`src/rtl/seg_scan_capture.sv`:
```
// Receive-side 7-segment capture: debounces the active-low segment/select buses and decodes
// each stable one-hot pattern back to BCD. Define SEG_CAP_HEX_EN to also accept A..F glyphs.
module seg_scan_capture #(
  parameter int DIGITS        = 8,
  parameter int STABLE_CYCLES = 4
) (
  input  logic                  clk,
  input  logic                  rst,
  input  logic [7:0]            seg_in,
  input  logic [DIGITS-1:0]     sel_in,
  input  logic                  err_clr,
  output logic [4*DIGITS-1:0]   digit_out,
  output logic [DIGITS-1:0]     valid_out,
  output logic [DIGITS-1:0]     dp_out,
  output logic                  frame_done,
  output logic                  err_out
);

  localparam int CW   = $clog2(STABLE_CYCLES + 1);
  localparam int IDXW = (DIGITS > 1) ? $clog2(DIGITS) : 1;
  localparam logic [CW-1:0] CNT_MAX  = CW'(STABLE_CYCLES);
  localparam logic [CW-1:0] CNT_LAST = CW'(STABLE_CYCLES - 1);

  // Decode result: {legal, blank, value[3:0]}
  function automatic logic [5:0] decode_glyph(input logic [6:0] pat);
    logic [5:0] r;
    r = 6'b000000;
    case (pat)
      7'h40: r = {2'b10, 4'd0};
      7'h79: r = {2'b10, 4'd1};
      7'h24: r = {2'b10, 4'd2};
      7'h30: r = {2'b10, 4'd3};
      7'h19: r = {2'b10, 4'd4};
      7'h12: r = {2'b10, 4'd5};
      7'h02: r = {2'b10, 4'd6};
      7'h78: r = {2'b10, 4'd7};
      7'h00: r = {2'b10, 4'd8};
      7'h10: r = {2'b10, 4'd9};
`ifdef SEG_CAP_HEX_EN
      7'h08: r = {2'b10, 4'd10};
      7'h03: r = {2'b10, 4'd11};
      7'h46: r = {2'b10, 4'd12};
      7'h21: r = {2'b10, 4'd13};
      7'h06: r = {2'b10, 4'd14};
      7'h0E: r = {2'b10, 4'd15};
`endif
      7'h7F: r = {2'b01, 4'd0};
      default: r = 6'b000000;
    endcase
    return r;
  endfunction

  logic [7:0]          smp_seg_q, smp_seg_d;
  logic [DIGITS-1:0]   smp_sel_q, smp_sel_d;
  logic [CW-1:0]       cnt_q, cnt_d;
  logic [4*DIGITS-1:0] digit_q, digit_d;
  logic [DIGITS-1:0]   valid_q, valid_d;
  logic [DIGITS-1:0]   dp_q, dp_d;
  logic [DIGITS-1:0]   mask_q, mask_d;
  logic                frame_q, frame_d;
  logic                err_q, err_d;

  logic                same;
  logic                capture;
  logic [3:0]          zcnt;
  logic [IDXW-1:0]     idx;
  logic [DIGITS-1:0]   mask_nxt;
  logic [5:0]          dec;

  always_comb begin
    smp_seg_d = seg_in;
    smp_sel_d = sel_in;
    same      = ({sel_in, seg_in} == {smp_sel_q, smp_seg_q});
    cnt_d     = '0;
    if (same) cnt_d = (cnt_q != CNT_MAX) ? cnt_q + CW'(1) : cnt_q;
    // Fires once per stable window: only on the step into saturation.
    capture   = same && (cnt_q == CNT_LAST);

    zcnt = 4'd0;
    idx  = '0;
    for (int i = 0; i < DIGITS; i++) begin
      if (!smp_sel_q[i]) begin
        zcnt = zcnt + 4'd1;
        idx  = IDXW'(i);
      end
    end
    dec      = decode_glyph(smp_seg_q[6:0]);
    mask_nxt = mask_q | ~smp_sel_q;

    digit_d = digit_q;
    valid_d = valid_q;
    dp_d    = dp_q;
    mask_d  = mask_q;
    frame_d = 1'b0;
    err_d   = err_clr ? 1'b0 : err_q;

    if (capture) begin
      if (zcnt > 4'd1) begin
        err_d = 1'b1;
      end else if (zcnt == 4'd1) begin
        dp_d[idx] = ~smp_seg_q[7];
        if (dec[5]) begin
          digit_d[4*idx +: 4] = dec[3:0];
          valid_d[idx]        = 1'b1;
        end else if (dec[4]) begin
          digit_d[4*idx +: 4] = 4'd0;
          valid_d[idx]        = 1'b0;
        end else begin
          valid_d[idx] = 1'b0;
          err_d        = 1'b1;
        end
        if (&mask_nxt) begin
          frame_d = 1'b1;
          mask_d  = '0;
        end else begin
          mask_d = mask_nxt;
        end
      end
    end
  end

  always_ff @(posedge clk) begin
    if (rst) begin
      smp_seg_q <= 8'hFF;
      smp_sel_q <= '1;
      cnt_q     <= '0;
      digit_q   <= '0;
      valid_q   <= '0;
      dp_q      <= '0;
      mask_q    <= '0;
      frame_q   <= 1'b0;
      err_q     <= 1'b0;
    end else begin
      smp_seg_q <= smp_seg_d;
      smp_sel_q <= smp_sel_d;
      cnt_q     <= cnt_d;
      digit_q   <= digit_d;
      valid_q   <= valid_d;
      dp_q      <= dp_d;
      mask_q    <= mask_d;
      frame_q   <= frame_d;
      err_q     <= err_d;
    end
  end

  assign digit_out  = digit_q;
  assign valid_out  = valid_q;
  assign dp_out     = dp_q;
  assign frame_done = frame_q;
  assign err_out    = err_q;

endmodule

```
`config.mk`:
```
export PLATFORM = sky130hd
export DESIGN_NAME = seg_scan_capture
export DESIGN_NICKNAME = d
export VERILOG_FILES = /design/src/rtl/seg_scan_capture.sv
export SDC_FILE = /design/constraint.sdc
export NUM_CORES = 1
export LEC_CHECK = 0
export CAP_MARGIN = 10
export CORE_ASPECT_RATIO = 1.5
export CORE_UTILIZATION = 49
export CTS_CLUSTER_DIAMETER = 100
export DETAILED_ROUTE_END_ITERATION = 7
export HOLD_SLACK_MARGIN = 0.12
export PLACE_DENSITY = 0.75
export SLEW_MARGIN = 30
export SYNTH_ARGS = -nofsm -noshare
export SYNTH_HDL_FRONTEND = slang
export SYNTH_SLANG_ARGS = --single-unit
```
`constraint.sdc`:
```
create_clock -name clk -period 4.5 [get_ports clk]
set_clock_uncertainty 0.1 [all_clocks]
set_input_delay 0.9 -clock clk [delete_from_list [all_inputs] [get_ports clk]]
set_output_delay 0.9 -clock clk [all_outputs]
set_load 0.01 [all_outputs]
```
Yosys cells after proc, flatten, opt, wreduce, memory -nomap -nowiden
Cells that the tools add are included.

operators by class
  $add $sub $neg = 9
  $lt $le $gt $ge = 3
  eq/ne operators = 14
  shift operators = 3
  muxes and demuxes = 32
  bitwise operators = 10
  reduce and logical (&&, ||, !) cells = 9

operator list
  cell                                                                           number
  6-bit case mux with 11 select lines                                            1
  32-bit bitwise mux                                                             2
  32-bit two-way mux                                                             2
  5-bit negator with 34-bit output                                               1
  4-bit by 34-bit variable shift with 32-bit output (first input constant)       1
  4-bit by 34-bit indexed part select with 32-bit output                         1
  4-bit by 34-bit indexed part select with 32-bit output (first input constant)  1
  4-bit by 1-bit adder with 4-bit output (second input constant)                 7
  7-bit == test (second input constant)                                          4
  4-bit two-way mux                                                              7
  7-bit by 5-bit == test with 1-bit output (second input constant)               3
  3-bit two-way mux                                                              6
  16-bit == test                                                                 1
  8-bit two-way mux                                                              2
  8-bit NOT                                                                      2
  8-bit OR                                                                       2
  7-bit by 6-bit == test with 1-bit output (second input constant)               2
  1-bit two-way mux                                                              10
  8-bit bitwise AND                                                              1
  8-bit bitwise mux                                                              1
  8-bit AND reduction                                                            1
  7-bit by 2-bit == test with 1-bit output (second input constant)               1
  7-bit zero test                                                                1
  1-bit NOT                                                                      5
  other kinds (14)                                                               15

word-level totals
  register bits after elaboration = 77
  output and inout port bits = 50
  word-level logic and storage cells = 89

Logic depth before layout (Yosys ltp)
  depth in word-level cells = 19
  mapped depth = 25
  gate-level depth less buffers = 23

Least setup slack after synthesis
Ideal clock, no wire load.

  path type = register to register
  start = register smp_sel_q[0]
  end = register dp_q[7], in the netlist dp_out[7]
  library setup time = 0.123 ns
  arrival = 4.706 ns
  path slack = -0.429 ns
  stages on the path, launching flop included = 22
  path buffers = 1
  clock period less this slack = 4.929 ns
  path through = dfxtp_1 inv_1 ha_1 xnor2_1 ha_1 nor2_1 a31oi_1 ha_1 nand2b_1 nand2_1 ha_1 nor2_1 a31oi_1 ha_1 nor2_1 a21oi_1 o21ai_1 nor4_4 xor3_2 buf_4 nor4_2 mux2_1

on the way
  longest elaborated chain between the ends = 18
  elaborated cells on any way between the ends = 21
  those cells by class = add/sub (7); order compare (1); eq/ne (2); mux (8); bitwise (1); reduce/logical (2)

ends and longest elaborated chain
  what                                                      RTL line  source
  start: declaration                                        54        logic [DIGITS-1:0] smp_sel_q, smp_sel_d;
  start signal: assignment                                  135       smp_sel_q <= smp_sel_d;
  1-bit two-way mux                                         82        if (!smp_sel_q[i]) begin
  4-bit by 1-bit adder with 4-bit output                    83        zcnt = zcnt + 4'd1;
  4-bit two-way mux                                         82
  4-bit by 1-bit adder with 4-bit output                    83
  4-bit two-way mux                                         82
  4-bit by 1-bit adder with 4-bit output                    83
  4-bit two-way mux                                         82
  4-bit by 1-bit adder with 4-bit output                    83
  [2 not listed]                                            -
  4-bit two-way mux                                         82
  4-bit by 1-bit adder with 4-bit output                    83
  4-bit two-way mux                                         82
  4-bit by 1-bit adder with 4-bit output                    83
  4-bit two-way mux                                         82
  4-bit by 1-bit greater-than comparator with 1-bit output  98        if (zcnt > 4'd1) begin
  1-bit NOT (no source line)                                -
  3-bit AND reduction (no source line) (*)                  -
  end signal: assignment                                    139       dp_q <= dp_d;
  end: declaration                                          58        logic [DIGITS-1:0] dp_q, dp_d;

Every way passes the cells marked *; elsewhere a longest branch is shown, timed or not.
A chain may end at the register's enable or synchronous reset.

Final worst setup path
  start = register smp_sel_q[0]
  end = register digit_q[21], in the netlist digit_out[21]

on the way
  longest elaborated chain between the ends = 18
  elaborated cells on any way between the ends = 21
  those cells by class = add/sub (7); order compare (1); eq/ne (2); mux (8); bitwise (1); reduce/logical (2)

ends and longest elaborated chain
  what                                                      RTL line  source
  1-bit two-way mux                                         82
  4-bit by 1-bit adder with 4-bit output                    83
  4-bit two-way mux                                         82
  4-bit by 1-bit adder with 4-bit output                    83
  4-bit two-way mux                                         82
  4-bit by 1-bit adder with 4-bit output                    83
  4-bit two-way mux                                         82
  4-bit by 1-bit adder with 4-bit output                    83
  [2 not listed]                                            -
  4-bit two-way mux                                         82
  4-bit by 1-bit adder with 4-bit output                    83
  4-bit two-way mux                                         82
  4-bit by 1-bit adder with 4-bit output                    83
  4-bit two-way mux                                         82
  4-bit by 1-bit greater-than comparator with 1-bit output  98
  1-bit NOT (no source line)                                -
  4-bit AND reduction (no source line) (*)                  -
  end signal: assignment                                    137       digit_q <= digit_d;
  end: declaration                                          56        logic [4*DIGITS-1:0] digit_q, digit_d;

Marked as above.

==> summary.txt <==
Placed insts = 671
Relative slew slack = 0.473
Via count = 4129
CTS tree = done
Final Cycle Share = 1.02
Slowest CP cell = xor3_2
Final wirelength = 12.4 mm
Final Power = 1910 µW
DR WL/cell = 17.4 µm
Crit path max-delay family = adder cells
Setup ws final = -108 ps
Mapped cell area = 4260 µm²
Ranking of synthesized cells by area = dfxtp_1 36%, mux2i_1 7.5%, xnor2_1 5.5%
Placeable core area = 8410 µm²
Max Slew Vio Count = 0
GRT busiest layer = met2
FF+latch area = 1540 µm²
VDD IR-drop max = 0.352 mV
GRT met2 Usage = 0.518
Number of synthesized flops with an enable pin = 0
Failing checks = negative setup slack
Mapped Cells = 478
Clock Latency Late Sink = 340 ps
Critical path class = reg2reg
H-tree lvl count = 3
Crit path required time = 4670 ps
Avg Vias per Cell = 5.82
Netlist cell types = 59
Total gr overflow = 0
Max Clock Freq = 0.217 GHz
Critical path capture point type = flip-flop
Root buffer cell = clkbuf_16
Biggest area consumer among synthesized cells = dfxtp_1
Dominant synthesized flop cell = dfxtp_1
CTS Buf Count = 9
Startpoint Class = flip-flop
RSZ-0062 raised after global routing = yes
Largest net degree at the start of global routing = 33
FP Rows = 41
DIE AREA = 9090 µm²
FF+latch count, synth = 77
DRC viols = 0
Register area share after synthesis = 0.362
Vias in the first global route = 3945
Routability cong. = 0.889
Die width = 78.2 µm
Clock period minus worst slack = 4610 ps
Multi-input combinational cell area = 2790 µm²
P_leak = 0.00225 µW
Nets@finish = 631
Half-perimeter wire length after placement = 8.46 mm
Most used cell, CP = ha_4
Finished Cell Area = 6100 µm²
Post-synth ARST share = 0
DRT Pass-1 Iters = 7
Met1 usage = 0.280
CP bufs+invs = 4
Ys Warns = 0
Share of cells above drive strength 1 = 0.262
Max-Cap Viols = 0
Arr. time, crit path = 4770 ps
CTS Buffer Depth = 2
Core Util, Final = 0.725
Worst hold path class = reg2reg
DR iter-0 viols = 302
Crit-path max FO = 6
Antenna fix cells = 0
Synth-to-Final Area Change = 43.1%
Critical path's largest stage delay = 500 ps
Post-Syn Nets = 511
Clock sinks = 77
Io pins = 69
Die height = 116 µm
Share of the synthesized area in the top cell type = 0.362
Worst-Margin Slew = 789 ps
Clk slew on worst S/H paths = 60 ps
Hold Vio Cnt, Final = 0
Grt met3 use = 0.0547
Setup Viol. Count Final = 33
Antenna Nets Post-Route = 0
First-pass GRT wire length = 19.0 mm
IO Port Bufs = 68
Status = finished with violations
Finished Layout Cells = 709
Worst-path cell chain = inv_2, ha_4, xnor2_4, ha_4, nor2_4, a31oi_4, ha_1, nand2b_1, nand2_2, ha_4, nor2_4, a31oi_1, ha_1, nor2_1, a21oi_1, o21ai_2, buf_4, nor4_4, xor3_2, buf_8, nor4_4, buf_4, mux2i_1
Total GRT Usage = 0.272
Mapped Avg Cell Area = 8.92 µm²
Worst Hold Slack = 356 ps
Placed cell area = 5400 µm²
Initial antenna violation count = 0
Power density cells = 313 nW/µm²
Number of fill cells = 621
Initial Utilization = 0.507
-- worst paths after layout --
kind                startpoint             to  slack (ps)  cells past startpoint
setup / recovery  smp_sel_q[0]  digit_out[21]        -110                     23
hold / removal       mask_q[2]      mask_q[2]         360                      1
setup reg to reg  smp_sel_q[0]  digit_out[21]        -110                     23
hold reg to reg      mask_q[2]      mask_q[2]         360                      1
-- routing by layer --
layer	vias up	routed length (µm)
met2	148	6730
met4	0	428
met1	1995	4580
met5	-	0
met3	40	623
li1	1946	-
-- worst register-to-register path, stage by stage (launching register included) --
cell      delay (ps)
dfxtp_2          350
inv_2             60
ha_4             260
xnor2_4          140
ha_4             290
nor2_4            50
a31oi_4          150
ha_1             250
nand2b_1         100
nand2_2           80
ha_4             230
nor2_4            80
a31oi_1           50
ha_1             320
nor2_1            30
a21oi_1          160
o21ai_2           80
buf_4            150
nor4_4           260
xor3_2           500
buf_8            200
nor4_4           270
buf_4            190
mux2i_1          200
-- cells in the final DEF, fill, tap and decap left out, drive strengths merged, types with 5 or more instances in the layout --
cell type and n:
dfxtp 77, buf 71, clkdlybuf4s50 68, nand2 62
mux2i 32, xnor2 28, nor2 24, inv 21
nor4 21, or2 17, nand4 16, nor3 14
ha 14, a31oi 12, clkbuf 11, nor2b 10
nand3 9, a21oi 8, o21ai 8, nand2b 7
o2111ai 7, o21a 7, mux2 6, a211oi 5
-- cells in the mapped netlist, drive strengths merged (9+ instances only) --
| cell | number |
|---|---|
| a31oi | 12 |
| buf | 10 |
| clkbuf | 20 |
| dfxtp | 77 |
| ha | 14 |
| inv | 21 |
| mux2i | 32 |
| nand2 | 62 |
| nand3 | 9 |
| nand4 | 16 |
| nor2 | 24 |
| nor2b | 10 |
| nor3 | 14 |
| nor4 | 21 |
| or2 | 17 |
| xnor2 | 28 |
-- per-stage QoR --
stage	worst slack (ps)	TNS, ps
5_1_grt	-347	-11210
3_5_place_dp	-197	-3530
2_1_floorplan	1.83	0
6_report	-108	-1770
4_1_cts	-24.9	-68.5
3_3_place_gp	-109	-825
-- cells by family after synthesis --
logic type | count (synthesis) | synth area share
and+or+nand+nor | 195 | 0.251
DFF | 77 | 0.362
AOI/OAI and AO/OA | 66 | 0.114
buffers and inverters | 52 | 0.0490
muxes | 38 | 0.0910
xor gates and xnor gates | 36 | 0.0927
adders and majority gates | 14 | 0.0411
-- cell type report --
cell class                      instances  share of cell area
Tap cell                              107              0.0219
Sequential cell                        77               0.253
Timing Repair Buffer                  139               0.204
Clock buffer                           11              0.0414
Inverter                               22              0.0139
Multi-Input combinational cell        349               0.458
Clock inverter                          4             0.00779
-- report_power, final --
group          switching [µW]  internal [µW]
combinational             246            223
sequential               19.5            690
clock                     279            454
total                     544           1370
-- timing repair --
action,CTS,global route
pin swaps,4,20
setup buffers,9,15
endpoints found under the setup margin,48,58
gates cloned,0,0
hold buffers,0,0
gates resized for setup,17,30
No activity file was read; power rests on OpenSTA's default activity.
